<file path="config.mk">
export PLATFORM = sky130hd
export DESIGN_NAME = frame_interp_sequencer
export DESIGN_NICKNAME = d
export VERILOG_FILES = /design/src/rtl/frame_interp_pkg.sv /design/src/rtl/frame_interpolator_averaging.sv /design/src/rtl/frame_interp_sequencer.sv
export SDC_FILE = /design/constraint.sdc
export NUM_CORES = 1
export LEC_CHECK = 0
export CAP_MARGIN = 20
export CORE_UTILIZATION = 30
export CTS_BUF_LIST = sky130_fd_sc_hd__clkbuf_8
export DETAILED_ROUTE_END_ITERATION = 8
export HOLD_SLACK_MARGIN = 0.06
export PLACE_DENSITY = 0.58
export SYNTH_ARGS = -nofsm -noshare
export SYNTH_HDL_FRONTEND = slang
export SYNTH_SLANG_ARGS = --single-unit
</file>
<file path="constraint.sdc">
create_clock -name clk -period 2 [get_ports clk]
set_clock_uncertainty 0.2 [all_clocks]
set_input_delay 0.2 -clock clk [delete_from_list [all_inputs] [get_ports clk]]
set_output_delay 0.2 -clock clk [all_outputs]
set_load 0.05 [all_outputs]
</file>
<file path="src/rtl/frame_interp_pkg.sv">
// Shared types for the frame interpolation sequencer: packed line-group layout,
// sequencer states and the per-channel averaging rule.
`timescale 1ns/1ps
package frame_interp_pkg;

    localparam int BIT_DEPTH = 8;
    localparam int ROW_WIDTH = 2;
    localparam int N_LINES   = 2;
    localparam int N_COLOURS = 3;
    localparam int GW        = N_LINES * ROW_WIDTH * N_COLOURS * BIT_DEPTH;

    localparam int COL_R = 0;
    localparam int COL_G = 1;
    localparam int COL_B = 2;

    typedef logic [BIT_DEPTH-1:0] chan_t;
    typedef chan_t [N_COLOURS-1:0] pixel_t;
    typedef pixel_t [ROW_WIDTH-1:0] line_t;
    typedef line_t [N_LINES-1:0] group_t;

    typedef enum logic [2:0] {
        IDLE    = 3'd0,
        RD_REQ  = 3'd1,
        RD_WAIT = 3'd2,
        EMIT    = 3'd3,
        WR      = 3'd4
    } state_t;

    // One extra bit keeps the carry so the halved sum is exact before truncation.
    function automatic chan_t avg_chan(input chan_t a, input chan_t b);
        logic [BIT_DEPTH:0] sum;
        sum = {1'b0, a} + {1'b0, b};
        return sum[BIT_DEPTH:1];
    endfunction

endpackage

</file>
<file path="src/rtl/frame_interpolator_averaging.sv">
// Combinational temporal interpolator: every colour channel of the output group is
// the truncated mean of the co-located channels in the previous and current groups.
`timescale 1ns/1ps
module frame_interpolator_averaging
    import frame_interp_pkg::*;
(
    input  group_t scanline_in_last,
    input  group_t scanline_in_current,
    output group_t scanline_out
);

    always_comb begin
        scanline_out = '0;
        for (int l = 0; l < N_LINES; l++) begin
            for (int p = 0; p < ROW_WIDTH; p++) begin
                for (int c = COL_R; c <= COL_B; c++) begin
                    scanline_out[l][p][c] = avg_chan(scanline_in_last[l][p][c],
                                                     scanline_in_current[l][p][c]);
                end
            end
        end
    end

endmodule

</file>
<file path="src/rtl/frame_interp_sequencer.sv">
// Accepts one line group at a time, optionally averages it with the co-located group
// of the previous frame from the store, emits the result and writes the group back.
`timescale 1ns/1ps
module frame_interp_sequencer
    import frame_interp_pkg::*;
#(
    parameter int GROUPS_PER_FRAME = 540,
    parameter int AW               = $clog2(GROUPS_PER_FRAME)
) (
    input  logic          clk,
    input  logic          rst,
    input  logic          enable,
    input  logic          in_valid,
    output logic          in_ready,
    input  logic          in_sof,
    input  logic [GW-1:0] in_data,
    output logic          rd_req,
    output logic [AW-1:0] rd_addr,
    input  logic          rd_valid,
    input  logic [GW-1:0] rd_data,
    output logic          wr_en,
    input  logic          wr_ready,
    output logic [AW-1:0] wr_addr,
    output logic [GW-1:0] wr_data,
    output logic          out_valid,
    input  logic          out_ready,
    output logic [GW-1:0] out_data,
    output logic          out_sof,
    output logic          out_interp,
    output logic          frame_err
);

    // Handshakes: a transfer happens on a rising edge where valid and ready are both
    // high; valid never depends on ready, and data is held stable while valid waits.
    localparam logic [AW-1:0] LAST_ADDR = AW'(GROUPS_PER_FRAME - 1);

    state_t        state;
    state_t        next_state;
    logic          live;
    logic [AW-1:0] addr;
    logic [AW-1:0] grp_cnt;
    logic          prev_valid;
    group_t        cur;
    group_t        avg_out;
    logic [GW-1:0] out_data_q;
    logic          out_sof_q;
    logic          out_interp_q;
    logic          frame_err_q;

    logic accept;
    logic sof_err;
    logic do_interp;

    assign accept    = in_valid & in_ready;
    // An early start of frame abandons the previous frame, so its store data is stale.
    assign sof_err   = in_sof & (grp_cnt != '0);
    assign do_interp = prev_valid & ~sof_err & enable;

    frame_interpolator_averaging u_avg (
        .scanline_in_last    (group_t'(rd_data)),
        .scanline_in_current (cur),
        .scanline_out        (avg_out)
    );

    always_ff @(posedge clk) begin
        if (rst) begin
            state <= IDLE;
        end else begin
            state <= next_state;
        end
    end

    always_comb begin
        next_state = state;
        case (state)
            IDLE:    if (accept) next_state = do_interp ? RD_REQ : EMIT;
            RD_REQ:  next_state = RD_WAIT;
            RD_WAIT: if (rd_valid) next_state = EMIT;
            EMIT:    if (out_ready) next_state = WR;
            WR:      if (wr_ready) next_state = IDLE;
            default: next_state = IDLE;
        endcase
    end

    always_comb begin
        in_ready  = (state == IDLE) & live;
        rd_req    = (state == RD_REQ);
        wr_en     = (state == WR);
        out_valid = (state == EMIT);
    end

    always_ff @(posedge clk) begin
        if (rst) begin
            live         <= 1'b0;
            addr         <= '0;
            grp_cnt      <= '0;
            prev_valid   <= 1'b0;
            cur          <= '0;
            out_data_q   <= '0;
            out_sof_q    <= 1'b0;
            out_interp_q <= 1'b0;
            frame_err_q  <= 1'b0;
        end else begin
            live        <= 1'b1;
            frame_err_q <= 1'b0;
            if (accept) begin
                cur       <= group_t'(in_data);
                out_sof_q <= in_sof;
                addr      <= in_sof ? '0 : grp_cnt;
                if (sof_err) begin
                    frame_err_q <= 1'b1;
                    prev_valid  <= 1'b0;
                end
                if (!do_interp) begin
                    out_data_q   <= in_data;
                    out_interp_q <= 1'b0;
                end
            end
            if (state == RD_WAIT && rd_valid) begin
                out_data_q   <= avg_out;
                out_interp_q <= 1'b1;
            end
            if (state == WR && wr_ready) begin
                if (addr == LAST_ADDR) begin
                    grp_cnt    <= '0;
                    prev_valid <= 1'b1;
                end else begin
                    grp_cnt <= addr + 1'b1;
                end
            end
        end
    end

    assign rd_addr    = addr;
    assign wr_addr    = addr;
    assign wr_data    = cur;
    assign out_data   = out_data_q;
    assign out_sof    = out_sof_q;
    assign out_interp = out_interp_q;
    assign frame_err  = frame_err_q;

endmodule

</file>
==> flow_summary.toml <==
[clocking]
htreeDepth = 2
numCtsBuffers = 43
cts_tree = "done"
cts_num_sinks = 220
clockRootBuffer = "clkbuf_8"
cts_buffer_depth = 3
clock_latency_ns = 0.60
clkSlewWorstSetupHoldPaths_ns = 0.06

[flow_run]
maxCapViolCount = 0

[place]
dp_hpwl_um = 36800
dp_slack_ns = -0.643
placed_cell_area_mm2 = 0.0187
gp_congestion = 0.881
portBuffers = 418

[global_routing]
antenna_found_initial = 3
grt_usage_pct = 25.2
grt_pass1_vias = 14300
grt_max_degree = 41
grt_pass1_wl_um = 80700
overflow = 0

[logic_synthesis]
synth_area_mm2 = 0.0121
synth.area.top_cells = "dfxtp_1 (36%), ha_1 (8.8%), nand2_1 (8.7%), a21oi_1 (8.6%), nor2_1 (3.2%)"
synth-seq-cells = 220
ys_dominant_reg_cell = "dfxtp_1"
ys_types = 57
syn-num-nets = 1779
synth.top_cell.area_share_pct = 36.4
async_flop_share_pct = 0
syn_area_per_cell_um2 = 8.17
synth_edf_count = 0
yosys.area.top_type = "dfxtp_1"
yosysWarnings = 0
synth_cells = 1482
yosysSeqAreaShare_pct = 36.4

[floorplanning]
start_util_pct = 30.5
coreArea_mm2 = 0.0397
ios = 419
die_area_mm2 = 0.0412
die_x_um = 203
die_h_um = 203
rows = 73

[run_status]
violations = "setup timing"
outcome = "complete, but fails checks"

[hold_path]
hold_path.class = "primary input to flop"
hold_path_startpoint = "in_sof"
min_to = "out_sof"
holdPathStages = 4

[setup_path]
crit_chain = "nor4_2, buf_4, a31o_4, a21oi_4, buf_12, buf_12, buf_4, buf_8, a22oi_2, a21oi_1"
endpoint_kind = "flop"
crit_type = "flop to flop"
critPathMaxFanout = 6
worstPathArrival_ns = 2.47
reg2reg_from = "grp_cnt[2]"
crit_required_ns = 2.29
critPathLaunchType = "flop"
cpMaxStageDelayCell = "nor4_2"
r2r-end = "out_data[23]"
reg2reg_depth = 10
crit_path_max_incr_delay_ns = 0.34
r2r_slack_ns = -0.18

[timing]
timing.final.ws_setup_ns = -0.184
report.final.hold_viol_count = 0
rsz0062_at_grt = "yes"
maxClockFrequency_mhz = 458
fin_crit_sh_pct = 109
slew-limit-headroom_pct = 62.2
slew_viol_final = 0
period_needed_ns = 2.18
worst_pin_slew_ns = 0.569
setup_viol = 115

[drt]
wirelength_um = 57100
vias = 14600
drtAntennaViolNets = 0
viasPerCell = 5.14
dr.first_iter.drc_count = 701
wl_per_cell_um = 20.2
firstDrtPassIters = 4
remaining_drc_errors = 0

[final_layout]
nets = 2571
drive_gt1_share_pct = 35.8
stdcell_area_mm2 = 0.0234
area_growth_pct = 93.0

[power]
p_leak_nw = 10.4
power_per_cell_area_mw_per_mm2 = 964
ir_drop_mv = 0.601
logic make-up after synthesis:
group	count (synthesis)	synth area share (%)
adders and majority gates	97	10.8
muxes	23	1.90
DFF	220	36.4
and+or+nand+nor	531	19.5
AOI/OAI and AO/OA	464	24.8
buffers and inverters	109	3.94
xor gates and xnor gates	38	2.75
area by class of cell:
cell class,count,area [um2]
Fill cell,3508,16400
Clock inverter,22,111
Inverter,15,58.8
Sequential cell,220,4430
Tap cell,525,657
Multi-Input combinational cell,1153,8860
Antenna cell,2,5.00
Timing Repair Buffer,841,8480
Clock buffer,54,743
routing by layer:
metal | track usage (%) | wire length, um
met1 | 30.4 | 23800
met2 | 43.3 | 27400
met3 | 6.85 | 4190
met4 | 7.92 | 1650
met5 | 0 | 13
how the worst max path moves through the flow:
| stage | start | endpoint | slack (ns) | cells past startpoint |
|---|---|---|---|---|
| 6_report | grp_cnt[2] | out_data[23] | -0.18 | 10 |
| 5_1_grt | state[2] | out_data[78] | -0.29 | 9 |
| 4_1_cts | state[2] | out_data[56] | -0.25 | 11 |
| 3_5_place_dp | rd_data[88] | out_data[93] | -0.64 | 8 |
| 3_3_place_gp | rd_data[88] | out_data[95] | -0.63 | 9 |
| 2_1_floorplan | state[2] | out_data[78] | -0.43 | 6 |
critical path: cells and delay by family (launching register included):
family                 cells  cell delay, ns
buffers and inverters      5            0.73
AND/OR/NAND/NOR            1            0.34
flip-flops                 1            0.32
AO/OA/AOI/OAI              4            0.48
synth_stat cells (all sizes together), types with 23 or more instances:
| cell | n |
|---|---|
| mux2i | 23 |
| clkbuf | 61 |
| dfxtp | 220 |
| nand2 | 280 |
| and2 | 26 |
| a21o | 28 |
| nor2 | 102 |
| a21oi | 210 |
| buf | 33 |
| o21ai | 41 |
| nand3 | 38 |
| a22oi | 37 |
| ha | 85 |
report_power, final:
part / switching [W] / leakage (nW) / internal, W
Sequential: 0.000537 / 1.80 / 0.00511
Combinational: 0.00690 / 8.10 / 0.00530
Clock: 0.00213 / 0.511 / 0.00254
Total: 0.00956 / 10.4 / 0.0130
metrics by stage:
stage	setup TNS [ns]	utilization (%)	hold slack (ns)	total power (W)	instances
after global placement	-25.79	47.0	0.245	0.0151	2568
after global routing	-28.99	58.8	0.193	0.0235	2832
after floorplan	-56.11	-	0.126	0.0112	1482
after detailed placement	-28.14	47.0	0.247	0.0151	2568
after CTS	-24.34	54.8	-0.0457	0.0213	2797
final	-9.07	58.8	0.206	0.0225	2832
state kept, by name, indices dropped and copies added, names as in the netlist:
signal / cells
out_interp: 1
out_sof: 1
state: 3
wr_data: 96
rd_addr: 10
frame_err: 1
out_data: 96
grp_cnt: 10
live: 1
prev_valid: 1
placed cells by master, fill, tap and decap left out, drive strengths merged, types with 11 or more instances in the layout:
cell           netlist  final
o211ai              11     11
a21o                28     28
ha                  85     85
nand4               16     16
a22oi               37     37
a21oi              210    210
fa                  12     12
o221a               12     12
o21ai               41     41
mux2i               23     23
xor2                16     16
nand2              280    280
dlygate4sd3          0     97
and2                26     26
nor3                18     18
nand3               38     38
dlygate4sd2          0    101
inv                 15     34
clkdlybuf4s15        0     21
a211oi              17     17
a211o               19     19
clkdlybuf4s50        0    198
o22ai               11     11
dfxtp              220    220
buf                 33    401
nor2               102    102
xnor2               22     22
clkbuf              61     76
a311oi              15     15
repair_timing:
action                     CTS  global route
setup buffers               46            31
gates cloned                12            14
hold buffers                96             1
setup endpoints to repair  233           230
hold endpoints to repair   183             2
pin swaps                   95           173
resized for setup          337           319
No activity file was read; power rests on OpenSTA's default activity.
